$ cat config.mk
export PLATFORM = sky130hd
export DESIGN_NAME = uart_rx_cfg
export DESIGN_NICKNAME = d
export VERILOG_FILES = /design/src/rtl/uart_pkg.sv /design/src/rtl/uart_bit_sampler.sv /design/src/rtl/uart_rx_cfg.sv
export SDC_FILE = /design/constraint.sdc
export NUM_CORES = 1
export LEC_CHECK = 0
export CAP_MARGIN = 10
export CORE_AREA = 2 2 159 83
export DETAILED_ROUTE_END_ITERATION = 10
export DIE_AREA = 0 0 161 85
export HOLD_SLACK_MARGIN = 0.08
export PLACE_DENSITY = 0.41
export SYNTH_ARGS = -nofsm -noshare
export SYNTH_HDL_FRONTEND = slang
export SYNTH_SLANG_ARGS = --single-unit
$ cat constraint.sdc
create_clock -name clk -period 1.79 [get_ports clk]
set_input_delay 0.537 -clock clk [delete_from_list [all_inputs] [get_ports clk]]
set_output_delay 0.537 -clock clk [all_outputs]
set_load 0.02 [all_outputs]
$ cat src/rtl/uart_pkg.sv
// Shared UART types and constant helpers, used by both the RX and TX paths.
// No logic: enum, baud arithmetic and parity helper only.
package uart_pkg;

    typedef enum logic [2:0] {
        ST_IDLE,
        ST_START,
        ST_DATA,
        ST_PARITY,
        ST_STOP,
        ST_BRK_WAIT
    } rx_state_t;

    function automatic int uart_bit_cnt(input int clk_freq, input int baud);
        return clk_freq / baud;
    endfunction

    function automatic int uart_half_cnt(input int bit_cnt);
        return bit_cnt / 2;
    endfunction

    // Narrower characters are zero-extended, which leaves the XOR unchanged.
    function automatic logic par_calc(input logic [8:0] data, input logic odd);
        return (^data) ^ odd;
    endfunction

endpackage

$ cat src/rtl/uart_bit_sampler.sv
// RX line synchroniser, falling-edge detect and 3-point majority vote.
// Latency: SYNC_STAGES clocks to line; sample_bit is valid at baud count HALF+1. No backpressure.
module uart_bit_sampler #(
    parameter int SYNC_STAGES = 3,
    parameter int CNT_W       = 9
) (
    input  logic             clk,
    input  logic             rst_n,
    input  logic             rx,
    input  logic [CNT_W-1:0] baud_cnt,
    input  logic [CNT_W-1:0] half,
    output logic             fall_edge,
    output logic             sample_bit,
    output logic             line
);

    logic [SYNC_STAGES-1:0] sync_q;
    logic                   line_d;
    logic                   smp_a;
    logic                   smp_b;

    // Flops reset to 1 so that reset release never resembles a start edge.
    always_ff @(posedge clk or negedge rst_n) begin
        if (!rst_n) begin
            sync_q <= '1;
            line_d <= 1'b1;
            smp_a  <= 1'b1;
            smp_b  <= 1'b1;
        end else begin
            sync_q <= {sync_q[SYNC_STAGES-2:0], rx};
            line_d <= sync_q[SYNC_STAGES-1];
            if (baud_cnt == half - CNT_W'(1)) smp_a <= sync_q[SYNC_STAGES-1];
            if (baud_cnt == half)             smp_b <= sync_q[SYNC_STAGES-1];
        end
    end

    assign line       = sync_q[SYNC_STAGES-1];
    assign fall_edge  = line_d & ~line;
    assign sample_bit = (smp_a & smp_b) | (smp_a & line) | (smp_b & line);

endmodule

$ cat src/rtl/uart_rx_cfg.sv
// Configurable UART receiver: data width, parity, stop bits, break and framing detection.
// Latency: result one clock after the final stop-bit mid-point decision. No backpressure (single-cycle valid).
module uart_rx_cfg
    import uart_pkg::*;
#(
    parameter int CLK_FREQ    = 50_000_000,
    parameter int BAUDRATE    = 115_200,
    parameter int DATA_BITS   = 8,
    parameter int PARITY_EN   = 0,
    parameter int PARITY_ODD  = 0,
    parameter int STOP_BITS   = 1,
    parameter int SYNC_STAGES = 3
) (
    input  logic                 clk,
    input  logic                 rst_n,
    input  logic                 uart_rx_i,
    output logic                 rx_valid_o,
    output logic [DATA_BITS-1:0] rx_data_o,
    output logic                 parity_err_o,
    output logic                 frame_err_o,
    output logic                 break_o,
    output logic                 busy_o
);

    localparam int BIT_CNT = uart_bit_cnt(CLK_FREQ, BAUDRATE);
    localparam int HALF    = uart_half_cnt(BIT_CNT);
    localparam int CNT_W   = $clog2(BIT_CNT);

    localparam logic [CNT_W-1:0] CNT_LAST  = CNT_W'(BIT_CNT - 1);
    localparam logic [CNT_W-1:0] HALF_C    = CNT_W'(HALF);
    localparam logic [CNT_W-1:0] DECIDE    = CNT_W'(HALF + 1);
    localparam logic [3:0]       LAST_DATA = 4'(DATA_BITS - 1);
    localparam logic             LAST_STOP = (STOP_BITS == 2);

    if (BIT_CNT < 8 || DATA_BITS < 5 || DATA_BITS > 9 || PARITY_EN < 0 || PARITY_EN > 1 ||
        PARITY_ODD < 0 || PARITY_ODD > 1 || STOP_BITS < 1 || STOP_BITS > 2 || SYNC_STAGES < 2)
    begin : g_param_check
        $error("uart_rx_cfg: illegal parameter set");
    end

    rx_state_t              state, state_nx;
    logic [CNT_W-1:0]       baud_cnt;
    logic [CNT_W-1:0]       hi_cnt;
    logic [3:0]             bit_idx;
    logic                   stop_idx;
    logic [DATA_BITS-1:0]   shreg;
    logic                   par_bit, par_err_r, frame_err_r, stop0_r;
    logic                   fall_edge, sample_bit, line;
    logic                   decide, wrap, done, brk, stop0;

    uart_bit_sampler #(
        .SYNC_STAGES(SYNC_STAGES),
        .CNT_W      (CNT_W)
    ) u_sampler (
        .clk       (clk),
        .rst_n     (rst_n),
        .rx        (uart_rx_i),
        .baud_cnt  (baud_cnt),
        .half      (HALF_C),
        .fall_edge (fall_edge),
        .sample_bit(sample_bit),
        .line      (line)
    );

    assign decide = (baud_cnt == DECIDE);
    assign wrap   = (baud_cnt == CNT_LAST);
    assign stop0  = LAST_STOP ? stop0_r : sample_bit;
    assign brk    = (shreg == '0) && ((PARITY_EN == 0) || !par_bit) && !stop0;

    always_ff @(posedge clk or negedge rst_n) begin
        if (!rst_n) state <= ST_IDLE;
        else        state <= state_nx;
    end

    always_comb begin
        state_nx = state;
        case (state)
            ST_IDLE:     if (fall_edge) state_nx = ST_START;
            ST_START:    if (decide && sample_bit) state_nx = ST_IDLE;
                         else if (wrap)            state_nx = ST_DATA;
            ST_DATA:     if (wrap && bit_idx == LAST_DATA)
                             state_nx = (PARITY_EN != 0) ? ST_PARITY : ST_STOP;
            ST_PARITY:   if (wrap) state_nx = ST_STOP;
            // Leave at the final stop mid-point, giving half a bit of slack before the next start.
            ST_STOP:     if (decide && stop_idx == LAST_STOP)
                             state_nx = brk ? ST_BRK_WAIT : ST_IDLE;
            ST_BRK_WAIT: if (line && hi_cnt == HALF_C - CNT_W'(1)) state_nx = ST_IDLE;
            default:     state_nx = ST_IDLE;
        endcase
    end

    always_comb begin
        busy_o = (state != ST_IDLE);
        done   = (state == ST_STOP) && decide && (stop_idx == LAST_STOP);
    end

    always_ff @(posedge clk or negedge rst_n) begin
        if (!rst_n) begin
            baud_cnt    <= '0;
            hi_cnt      <= '0;
            bit_idx     <= '0;
            stop_idx    <= 1'b0;
            shreg       <= '0;
            par_bit     <= 1'b0;
            par_err_r   <= 1'b0;
            frame_err_r <= 1'b0;
            stop0_r     <= 1'b0;
        end else begin
            if (state == ST_IDLE || state_nx != state || wrap) baud_cnt <= '0;
            else                                                baud_cnt <= baud_cnt + CNT_W'(1);

            if (state == ST_BRK_WAIT && line) hi_cnt <= hi_cnt + CNT_W'(1);
            else                              hi_cnt <= '0;

            if (state_nx != state)             bit_idx <= '0;
            else if (state == ST_DATA && wrap) bit_idx <= bit_idx + 4'd1;

            if (state_nx != state)             stop_idx <= 1'b0;
            else if (state == ST_STOP && wrap) stop_idx <= 1'b1;

            if (state == ST_IDLE) begin
                par_bit     <= 1'b0;
                par_err_r   <= 1'b0;
                frame_err_r <= 1'b0;
            end

            if (decide) begin
                case (state)
                    ST_DATA:   shreg <= {sample_bit, shreg[DATA_BITS-1:1]};
                    ST_PARITY: begin
                        par_bit   <= sample_bit;
                        par_err_r <= sample_bit != par_calc(9'(shreg), PARITY_ODD != 0);
                    end
                    ST_STOP: begin
                        if (!sample_bit) frame_err_r <= 1'b1;
                        if (!stop_idx)   stop0_r     <= sample_bit;
                    end
                    default: ;
                endcase
            end
        end
    end

    always_ff @(posedge clk or negedge rst_n) begin
        if (!rst_n) begin
            rx_valid_o   <= 1'b0;
            rx_data_o    <= '0;
            parity_err_o <= 1'b0;
            frame_err_o  <= 1'b0;
            break_o      <= 1'b0;
        end else begin
            rx_valid_o <= done;
            if (done) begin
                rx_data_o    <= brk ? '0 : shreg;
                parity_err_o <= brk ? 1'b0 : par_err_r;
                frame_err_o  <= brk | frame_err_r | ~sample_bit;
                break_o      <= brk;
            end
        end
    end

endmodule

## Word level (Yosys, flattened, before mapping)

Index checks and enable logic that the tools add are counted.
Widths: inputs -> output; s select.

- Register bits after elaboration: 54
- Input bits: 3
- Output and inout bits: 13

- Equality and inequality tests: 13
- Add/sub/neg operators: 3
- Reduce and logical (&&, ||, !) cells: 20
- Mux-type cells: 24
- Bitwise logic cells: 11

Operators with widths:

| kind | number |
|---|---|
| $eq 9x8->1 const B | 4 |
| $mux 3 | 8 |
| $add 9x1->9 const B | 2 |
| $mux 9 | 2 |
| $pmux 3 s6 | 1 |
| $logic_and 1x1->1 | 10 |
| $mux 1 | 10 |
| $eq 9x9->1 const B | 1 |
| $reduce_xor 9->1 | 1 |
| $logic_not 8->1 | 1 |
| $mux 4 | 2 |
| $mux 8 | 1 |
| $eq 3x2->1 const B | 2 |
| $eq 3x3->1 const B | 2 |
| $add 4x1->4 const B | 1 |
| $and 1x1->1 | 4 |
| $eq 4x3->1 const B | 1 |
| $or 1x1->1 | 4 |
| $reduce_bool 2->1 | 2 |
| $eq 3x1->1 const B | 1 |
| $logic_not 3->1 | 1 |
| $ne 3x3->1 | 1 |
| $not 1->1 | 3 |
| $reduce_bool 3->1 | 1 |
| other kinds (4) | 5 |

## Longest topological paths before layout

Gate-level depths: netlist of the first run.

- Depth in word-level cells: 12
- Mapped depth: 8

## Modules after synthesis

From an unflattened synthesis of the first run, not the netlist that was laid out.

- Cell total of the unflattened synthesis: 309
- Area total of the unflattened synthesis: 3088.0 um2

By module, submodules not included:

| module | cells an instance | instances | area each (um2) |
|---|---|---|---|
| uart_rx_cfg | 252 | 1 | 2517.4 |
| uart_bit_sampler | 57 | 1 | 570.5 |

## Least setup slack after synthesis of the first run

Ideal clock, no wire load.

- Kind: flip-flop to flip-flop
- Start: register hi_cnt[2]
- End: register bit_idx[0]
- Cell stages (with the launch flop): 7
- Arrival time: 1.643 ns
- Slack: 0.012 ns
- Path buffers: 1
- Setup time: 0.135 ns
- Data required time: 1.655 ns
- Cells stage by stage: dfrtp_1 > or3b_1 > nor3_1 > o21ai_0 > a221oi_2 > buf_2 > nor4b_1

- Cells in the longest elaborated chain, start to end: 6

RTL lines:

| what | RTL line | RTL |
|---|---|---|
| start: declaration | uart_rx_cfg.sv:43 | `logic [CNT_W-1:0] hi_cnt;` |
| start signal: assignment | uart_rx_cfg.sv:112 | `if (state == ST_BRK_WAIT && line) hi_cnt <= hi_cnt + CNT_W'(1);` |
| $eq 9x8->1 (*) | uart_rx_cfg.sv:87 | `ST_BRK_WAIT: if (line && hi_cnt == HALF_C - CNT_W'(1)) state_nx = ST_IDLE;` |
| $logic_and 1x1->1 (*) | uart_rx_cfg.sv:87 |  |
| $mux 3 (*) | uart_rx_cfg.sv:87 |  |
| $pmux 3 s6 (*) | uart_rx_cfg.sv:77 | `case (state)` |
| $ne 3x3->1 (*) | uart_rx_cfg.sv:115 | `if (state_nx != state) bit_idx <= '0;` |
| $mux 4 or $reduce_bool 2->1 (tied branches) | n/a |  |
| end signal: assignment | uart_rx_cfg.sv:116 | `else if (state == ST_DATA && wrap) bit_idx <= bit_idx + 4'd1;` |
| end: declaration | uart_rx_cfg.sv:44 | `logic [3:0] bit_idx;` |

Mark *: on every way between the ends. The rest lies on a longest branch, timed or not.
A chain may end at the register's enable or synchronous reset.

## Final worst setup path of the first run

- Start: register state[1]
- End: register baud_cnt[7]

- Cells in the longest elaborated chain, start to end: 7

RTL lines:

| what | RTL line | RTL |
|---|---|---|
| start: declaration | uart_rx_cfg.sv:41 | `rx_state_t state, state_nx;` |
| start signal: assignment | uart_rx_cfg.sv:72 | `else state <= state_nx;` |
| $mux 3 | uart_rx_cfg.sv:80 | `else if (wrap) state_nx = ST_DATA;` |
| $mux 3 | uart_rx_cfg.sv:79 | `ST_START: if (decide && sample_bit) state_nx = ST_IDLE;` |
| $pmux 3 s6 | uart_rx_cfg.sv:77 |  |
| $ne 3x3->1 | uart_rx_cfg.sv:109 | `if (state == ST_IDLE \|\| state_nx != state \|\| wrap) baud_cnt <= '0;` |
| $logic_or 1x1->1 (*) (2 in a row) | uart_rx_cfg.sv:109 |  |
| $mux 9 (*) | uart_rx_cfg.sv:109 |  |
| end signal: assignment | uart_rx_cfg.sv:110 | `else baud_cnt <= baud_cnt + CNT_W'(1);` |
| end: declaration | uart_rx_cfg.sv:42 | `logic [CNT_W-1:0] baud_cnt;` |

Marks and branches as above.

==> run_results.csv, run 1 <==
group,metric,value,unit
setup_path,rr_worst_depth,7,
synth,ys_seq_elements,54,
final_layout,layout.core_utilization,0.338,
timing,period_minus_slack,1.90,ns
min_path,hold_path.class,"in -> async",
status,run_status,"finished, violations left",
clock_network,h_tree_level_count,2,
place,numPlacedInstances,483,
final_layout,antennaDiodeCount,0,
synth,multiplexer_share_of_the_synthesized_area,0.0403,
synth,synth.most_common_cell,"sky130_fd_sc_hd__dfrtp_1",
synth,yosysSeqAreaShare,0.486,
setup_path,cp_slowest_stage_delay,0.40,ns
pwr,p_per_area,740,mW/mm^2
clock_network,clock_path_buffers,2,
synth,async_flop_share,1.00,
routing,routedWlPerCell,14.6,um
grt,first_pass_grt_wire_length,11800,um
setup_path,r2r_slack,-0.11,ns
routing,drt_drc_violations_left,0,
grt,grt_overflow_total,0,
routing,dr.pass1.iters,4,
setup_path,worstReg2RegStart,"state[1]$_DFF_PN0_",
pwr,ir_drop,0.520,mV
setup_path,worst_ep_required_time,1.97,ns
timing,slew_viol_final,0,
synth,post_synth_edffs,0,
timing,clock-skew-final,0.00750,ns
synth,leading_cell_types_by_total_area_after_synthesis,"sky130_fd_sc_hd__dfrtp_1 43%, sky130_fd_sc_hd__dfstp_2 5.6%, sky130_fd_sc_hd__ha_1 4.9%",
die,row_count,29,
timing,maxClockFrequency,527,MHz
clock_network,ctsHoldBuffers,0,
timing,slew_of_the_pin_with_the_lowest_slew_margin,0.422,ns
synth,post_synthesis_cell_type_count,49,
synth,mappedNetlistArea,0.00279,mm^2
die,chipHeight,85,um
synth,synth_cells,254,
grt,vias_in_the_first_global_route,2137,
grt,grt_antenna_before_repair,0,
timing,fin_ws,-0.107,ns
synth,mappedNetlistNets,268,
clock_network,cts.root.buffer_cell,"sky130_fd_sc_hd__clkbuf_16",
routing,number_of_vias_in_the_routed_layout,2157,
place,placed_area,0.00352,mm^2
die,initial_utilization,0.226,
setup_path,critical_path_arrival,2.07,ns
timing,final.hold.worst_slack,0.218,ns
grt,global_route.usage.total,0.110,
final_layout,area_growth_syn_to_layout,49.4,%
routing,vias_per_cell,4.20,
clock_network,cts_tree,"built",
clock_network,clock-sinks,54,
setup_path,path_delay_family,"simple AND/OR/NAND/NOR gates",
setup_path,critical-path-slowest-cell,"sky130_fd_sc_hd__dfrtp_1",
die,design.core.area,0.0123,mm^2
synth,synth_xor_area_frac,0.0658,
synth,avgSynthCellArea,11.0,um^2
die,die_w,161,um
setup_path,timing_worst_setup_path_type,"reg -> reg",
clock_network,clkSlewWorstSetupHoldPaths,0.07,ns
synth,synth.top_cell.area_share,0.430,
die,boundaryPins,16,
synth,synth_simple_gate_area_share,0.230,
pwr,static-leakage-power,1.94,nW
synth,compound_gate_portion_of_the_synthesized_area,0.0793,
timing,final.period_utilization,1.06,
final_layout,final_cell_area,0.00418,mm^2
timing,grt_setup_unrepaired,"yes",
setup_path,critPathBufInv,3,
timing,timing.final.hold_violations,0,
place,placement.io_buffers,15,
status,violations_in_the_final_reports,"negative setup slack",
final_layout,drive_above_1_share,0.434,
setup_path,worstSetupStartpointType,"register",
synth,post_synth_most_frequent_cells,"48 x sky130_fd_sc_hd__dfrtp_1, 24 x sky130_fd_sc_hd__nor2_1, 18 x sky130_fd_sc_hd__nand2_1",
setup_path,endpoint_kind,"register",
routing,postRouteAntennaNets,0,
routing,drt_iter0_drc,90,
synth,synthFlopType,"sky130_fd_sc_hd__dfrtp_1",
final_layout,finish.cell_count_without_fillers,513,
setup_path,reg2reg_to,"baud_cnt[7]$_DFF_PN0_",
final_layout,final_nets,356,
timing,relSlewSlack,0.718,
die,floorplan.die_area,0.0137,mm^2
grt,grt_start_max_net_pins,55,
synth,post_synth_fa_ha_maj_area_fraction,0.0533,
synth,synth_top_family_by_area,"simple AND/OR/NAND/NOR gates",
timing,setup-violations-final,14,
synth,synth-warning-count,0,
final_layout,n_fill_cell,1286,
place,dp_hpwl,5180,um
synth,post-synth-top-area-cell,"sky130_fd_sc_hd__dfrtp_1",
setup_path,critical_path.cell_chain,"buf_4 > inv_1 > nor2_1 > nand2_1 > a221oi_4 > buf_8 > nor3_2",
clock_network,cts_buffers,5,
flow_run,drv_cap,0,
routing,wirelength,7500,um
setup_path,cp_max_fo,8,
place,gp_congestion,0.800,
clock_network,insertion_delay,0.29,ns
-- flip-flops by register name, summed over array words and instances (netlist names) --
| register | flops |
|---|---|
| baud_cnt | 9 |
| hi_cnt | 9 |
| rx_data_o | 8 |
| shreg | 8 |
| bit_idx | 4 |
| state | 3 |
| u_sampler.sync_q | 3 |
| break_o | 1 |
| frame_err_o | 1 |
| frame_err_r | 1 |
| par_err_r | 1 |
| parity_err_o | 1 |
| rx_valid_o | 1 |
| stop_idx | 1 |
| u_sampler.line_d | 1 |
| u_sampler.smp_a | 1 |
| u_sampler.smp_b | 1 |
-- worst max path at each step --
stage / depth (start not counted) / from / endpoint
2_1_floorplan: 6 / hi_cnt[2]$_DFF_PN0_ / bit_idx[0]$_DFFE_PN0P_
3_3_place_gp: 2 / state[0]$_DFF_PN0_ / busy_o
3_5_place_dp: 8 / baud_cnt[1]$_DFF_PN0_ / bit_idx[2]$_DFFE_PN0P_
4_1_cts: 8 / baud_cnt[1]$_DFF_PN0_ / bit_idx[0]$_DFFE_PN0P_
5_1_grt: 7 / state[1]$_DFF_PN0_ / baud_cnt[7]$_DFF_PN0_
6_report: 7 / state[1]$_DFF_PN0_ / baud_cnt[7]$_DFF_PN0_
-- layout make-up --
cell class | instances | area (um^2) | share of cell area
inverters | 16 | 60.1 | 0.0144
flip-flops and latches | 54 | 1360 | 0.326
clock buffers | 7 | 143 | 0.0342
clock inverters | 1 | 5.00 | 0.00120
well taps | 170 | 213 | 0.0509
repair buffers | 91 | 795 | 0.190
multi-input cells | 174 | 1600 | 0.383
-- stage by stage --
stage          TNS, ns  setup slack (ns)  power (mW)
6_report         -1.27            -0.107        3.09
5_1_grt          -2.76            -0.203        3.28
4_1_cts         -0.741            -0.111        2.95
3_5_place_dp     -1.36            -0.118        1.84
3_3_place_gp    -0.826           -0.0995        1.84
2_1_floorplan        0            0.0123        1.60
-- power breakdown --
part           switching (mW)  internal, mW
sequential             0.0447          1.28
combinational           0.365         0.416
clock                   0.430         0.556
total                   0.839          2.25
-- metal layers --
metal	GRT usage	vias to the layer above	part of all wire
li1	-	1072	-
met1	0.179	1056	0.57
met2	0.144	24	0.39
met3	0.0264	5	0.036
met4	0.0219	0	0.0052
met5	0	-	0
-- cells by family after synthesis --
family / count (synthesis)
AOI/OAI and AO/OA: 29
buffers and inverters: 26
xor gates and xnor gates: 21
and+or+nand+nor: 101
adders and majority gates: 12
DFF: 54
muxes: 11
-- worst reg2reg max path: stages, from the launching register on --
cell,delay [ns]
sky130_fd_sc_hd__dfrtp_1,0.40
sky130_fd_sc_hd__buf_4,0.16
sky130_fd_sc_hd__inv_1,0.10
sky130_fd_sc_hd__nor2_1,0.30
sky130_fd_sc_hd__nand2_1,0.18
sky130_fd_sc_hd__a221oi_4,0.36
sky130_fd_sc_hd__buf_8,0.22
sky130_fd_sc_hd__nor3_2,0.07
-- layout by cell type, fill, tap and decap left out, types with 8 or more instances in the layout --
| master | instances |
|---|---|
| sky130_fd_sc_hd__nor2_1 | 20 |
| sky130_fd_sc_hd__nand2_1 | 15 |
| sky130_fd_sc_hd__mux2i_1 | 8 |
| sky130_fd_sc_hd__a22o_1 | 9 |
| sky130_fd_sc_hd__dfrtp_1 | 47 |
| sky130_fd_sc_hd__dlygate4sd2_1 | 8 |
| sky130_fd_sc_hd__inv_1 | 8 |
| sky130_fd_sc_hd__xor2_1 | 10 |
| sky130_fd_sc_hd__buf_4 | 64 |
| sky130_fd_sc_hd__nand3_1 | 10 |
| sky130_fd_sc_hd__xnor2_1 | 11 |
| sky130_fd_sc_hd__inv_2 | 8 |
-- timing repair --
item                       in CTS  in global routing
cloned                          0                  2
setup buffers                   5                 16
gates resized for setup        40                 54
pin swaps                      11                 27
setup endpoints to repair      31                 36
No activity file was read; power rests on OpenSTA's default activity.
==> run 2: changes to the inputs <==
--- a/config.mk
+++ b/config.mk
@@ -6,9 +6,10 @@
 export NUM_CORES = 1
 export LEC_CHECK = 0
 export CAP_MARGIN = 10
-export CORE_AREA = 2 2 159 83
+export CORE_AREA = 3 3 160 84
+export CTS_BUF_LIST = sky130_fd_sc_hd__clkbuf_2 sky130_fd_sc_hd__clkbuf_4 sky130_fd_sc_hd__clkbuf_8
 export DETAILED_ROUTE_END_ITERATION = 10
-export DIE_AREA = 0 0 161 85
+export DIE_AREA = 0 0 163 87
 export HOLD_SLACK_MARGIN = 0.08
 export PLACE_DENSITY = 0.41
 export SYNTH_ARGS = -nofsm -noshare
==> run 2 against run 1 <==
Effect of this change: the flow still finishes with violations (negative setup slack); register-to-register slack improved by 0.07 ns; total power fell by 6.4%; die area up 3.6%; largest cell class unchanged; critical path type unchanged; core utilization fell by 0.18 points.
==> run_results.csv, run 2 (same netlist as run 1, synthesis figures left out) <==
group,metric,value,unit
status,run_status,"finished, violations left",
status,violations_in_the_final_reports,"negative setup slack",
place,placement.io_buffers,15,
routing,vias_per_cell,4.19,
setup_path,critical-path-slowest-cell,"sky130_fd_sc_hd__dfrtp_1",
clock_network,h_tree_level_count,2,
pwr,p_sw,0.807,mW
grt,global_route.usage.total,0.0996,
die,chipHeight,87,um
routing,wl_met3,146,um
grt,vias_in_the_first_global_route,2234,
clock_network,cts_tree,"built",
routing,postRouteAntennaNets,0,
die,row_count,28,
clock_network,ctsHoldBuffers,0,
min_path,hold_path.class,"in -> async",
routing,number_of_vias_in_the_routed_layout,2123,
routing,routedWlPerCell,13.0,um
pwr,internal-power,2.08,mW
routing,wirelength,6590,um
setup_path,critical_path_arrival,2.06,ns
grt,grt_overflow_total,0,
timing,timing.final.hold_violations,0,
die,boundaryPins,16,
place,placed_area,0.00355,mm^2
setup_path,endpoint_kind,"register",
timing,relSlewSlack,0.693,
routing,wl_met2,2970,um
timing,setup-violations-final,7,
final_layout,antennaDiodeCount,0,
pwr,seqPwrFrac,0.456,
flow_run,drv_cap,0,
routing,drt_drc_violations_left,0,
setup_path,cp_slowest_stage_delay,0.40,ns
clock_network,cts.root.buffer_cell,"sky130_fd_sc_hd__clkbuf_8",
pwr,p_per_area,721,mW/mm^2
final_layout,final_nets,355,
pwr,power.combinational.fraction,0.248,
final_layout,final_cell_area,0.00401,mm^2
timing,fin_ws,-0.0400,ns
die,design.core.area,0.0119,mm^2
clock_network,clkSlewWorstSetupHoldPaths,0.10,ns
final_layout,reg_top3,"baud_cnt (9), hi_cnt (9)",
setup_path,critPathBufInv,2,
grt,grt_start_max_net_pins,24,
clock_network,clock_path_buffers,2,
routing,wirelength_met1,3410,um
setup_path,cp_max_fo,4,
setup_path,path_delay_family,"simple AND/OR/NAND/NOR gates",
timing,maxClockFrequency,546,MHz
timing,clock-skew-final,0.00399,ns
clock_network,cts_buffers,5,
grt,grt_antenna_before_repair,0,
setup_path,worst_ep_required_time,2.02,ns
final_layout,mostFrequentLayoutCell,"sky130_fd_sc_hd__buf_4",
timing,slew_viol_final,0,
clock_network,clock-sinks,54,
place,gp_congestion,0.801,
die,die_w,163,um
pwr,ir_drop,0.321,mV
setup_path,worstSetupStartpointType,"register",
routing,drt_iter0_drc,100,
timing,final.period_utilization,1.02,
pwr,static-leakage-power,1.82,nW
setup_path,critical_path.cell_chain,"inv_2 > ha_4 > nand4bb_1 > or2_4 > buf_12 > nor4b_4 > xnor2_1 > nor4b_2",
die,floorplan.die_area,0.0142,mm^2
routing,routed.top_layer,"met4",
place,pre_cts_slack,-0.112,ns
routing,dr.pass1.iters,4,
setup_path,timing_worst_setup_path_type,"reg -> reg",
die,initial_utilization,0.235,
grt,first_pass_grt_wire_length,11300,um
pwr,swShare,0.279,
pwr,power.clock.fraction,0.295,
final_layout,area_growth_syn_to_layout,43.5,%
timing,slew_of_the_pin_with_the_lowest_slew_margin,0.461,ns
final_layout,drive_above_1_share,0.430,
place,dp_hpwl,4950,um
timing,period_minus_slack,1.83,ns
final_layout,mostFrequentLayoutCells,"67 x sky130_fd_sc_hd__buf_4, 47 x sky130_fd_sc_hd__dfrtp_1, 20 x sky130_fd_sc_hd__nor2_1",
timing,grt_setup_unrepaired,"yes",
clock_network,insertion_delay,0.31,ns
==> run 2: worst register-to-register path: stages (launching register included) <==
cell and delay, ns:
sky130_fd_sc_hd__dfrtp_1 0.40, sky130_fd_sc_hd__inv_2 0.08, sky130_fd_sc_hd__ha_4 0.12, sky130_fd_sc_hd__nand4bb_1 0.13
sky130_fd_sc_hd__or2_4 0.30, sky130_fd_sc_hd__buf_12 0.15, sky130_fd_sc_hd__nor4b_4 0.26, sky130_fd_sc_hd__xnor2_1 0.11
sky130_fd_sc_hd__nor4b_2 0.21
==> run 2: metal layers <==
| layer | track usage | vias to the layer above |
|---|---|---|
| li1 | - | 1065 |
| met1 | 0.140 | 1031 |
| met2 | 0.159 | 22 |
| met3 | 0.0190 | 5 |
| met4 | 0.0253 | 0 |
| met5 | 0 | - |
==> run 2: stage by stage <==
| stage | TNS (ns) | power, mW | cells | util | hold WS, ns |
|---|---|---|---|---|---|
| 4_1_cts | -0.421 | 2.85 | 495 | 0.322 | 0.158 |
| 3_3_place_gp | -1.06 | 1.84 | 482 | 0.298 | 0.347 |
| 3_5_place_dp | -1.33 | 1.85 | 482 | 0.298 | 0.347 |
| 2_1_floorplan | 0 | 1.60 | 254 | - | 0.241 |
| 6_report | -0.117 | 2.89 | 507 | 0.337 | 0.162 |
| 5_1_grt | -2.00 | 3.06 | 507 | 0.337 | 0.165 |
==> run 2: path summary, 6_finish.rpt <==
kind	startpoint	to	slack (ns)	depth (start not counted)
worst max-delay path	baud_cnt[1]$_DFF_PN0_	bit_idx[2]$_DFFE_PN0P_	-0.04	8
worst min-delay path	rst_n	bit_idx[0]$_DFFE_PN0P_	0.16	1
worst max register to register	baud_cnt[1]$_DFF_PN0_	bit_idx[2]$_DFFE_PN0P_	-0.04	8
worst min register to register	u_sampler.sync_q[0]$_DFF_PN1_	u_sampler.sync_q[1]$_DFF_PN1_	0.36	0
max in group asynchronous	rst_n	hi_cnt[5]$_DFF_PN0_	1.14	2
min in group clk	u_sampler.sync_q[0]$_DFF_PN1_	u_sampler.sync_q[1]$_DFF_PN1_	0.36	0
==> run 2: power groups by stage <==
stage	registers [mW]	logic, mW	clock network, mW
5_1_grt	1.33	0.782	0.947
6_report	1.32	0.718	0.854
3_5_place_dp	1.33	0.524	0
2_1_floorplan	1.34	0.261	0
3_3_place_gp	1.33	0.515	0
4_1_cts	1.32	0.637	0.898
==> run 2: cell type report <==
type / instances / area [um^2]
Fill cell: 1231 / 7900
Multi-Input combinational cell: 174 / 1520
Sequential cell: 54 / 1360
Timing Repair Buffer: 90 / 751
Tap cell: 165 / 206
Clock buffer: 6 / 76.3
Inverter: 16 / 60.1
Clock inverter: 2 / 37.5
==> run 2: timing repair <==
action,CTS,global route
setup buffers,5,12
resized for setup,55,23
pin swaps,21,14
setup endpoints to repair,27,31
==> run 3: changes to the inputs <==
--- a/config.mk
+++ b/config.mk
@@ -8,6 +8,7 @@
 export CAP_MARGIN = 10
 export CORE_AREA = 3 3 160 84
 export CTS_BUF_LIST = sky130_fd_sc_hd__clkbuf_2 sky130_fd_sc_hd__clkbuf_4 sky130_fd_sc_hd__clkbuf_8
+export CTS_CLUSTER_SIZE = 40
 export DETAILED_ROUTE_END_ITERATION = 10
 export DIE_AREA = 0 0 163 87
 export HOLD_SLACK_MARGIN = 0.08
==> results of run 3 <==
No change in the layout: final DEF, timing and power equal those of run 2.
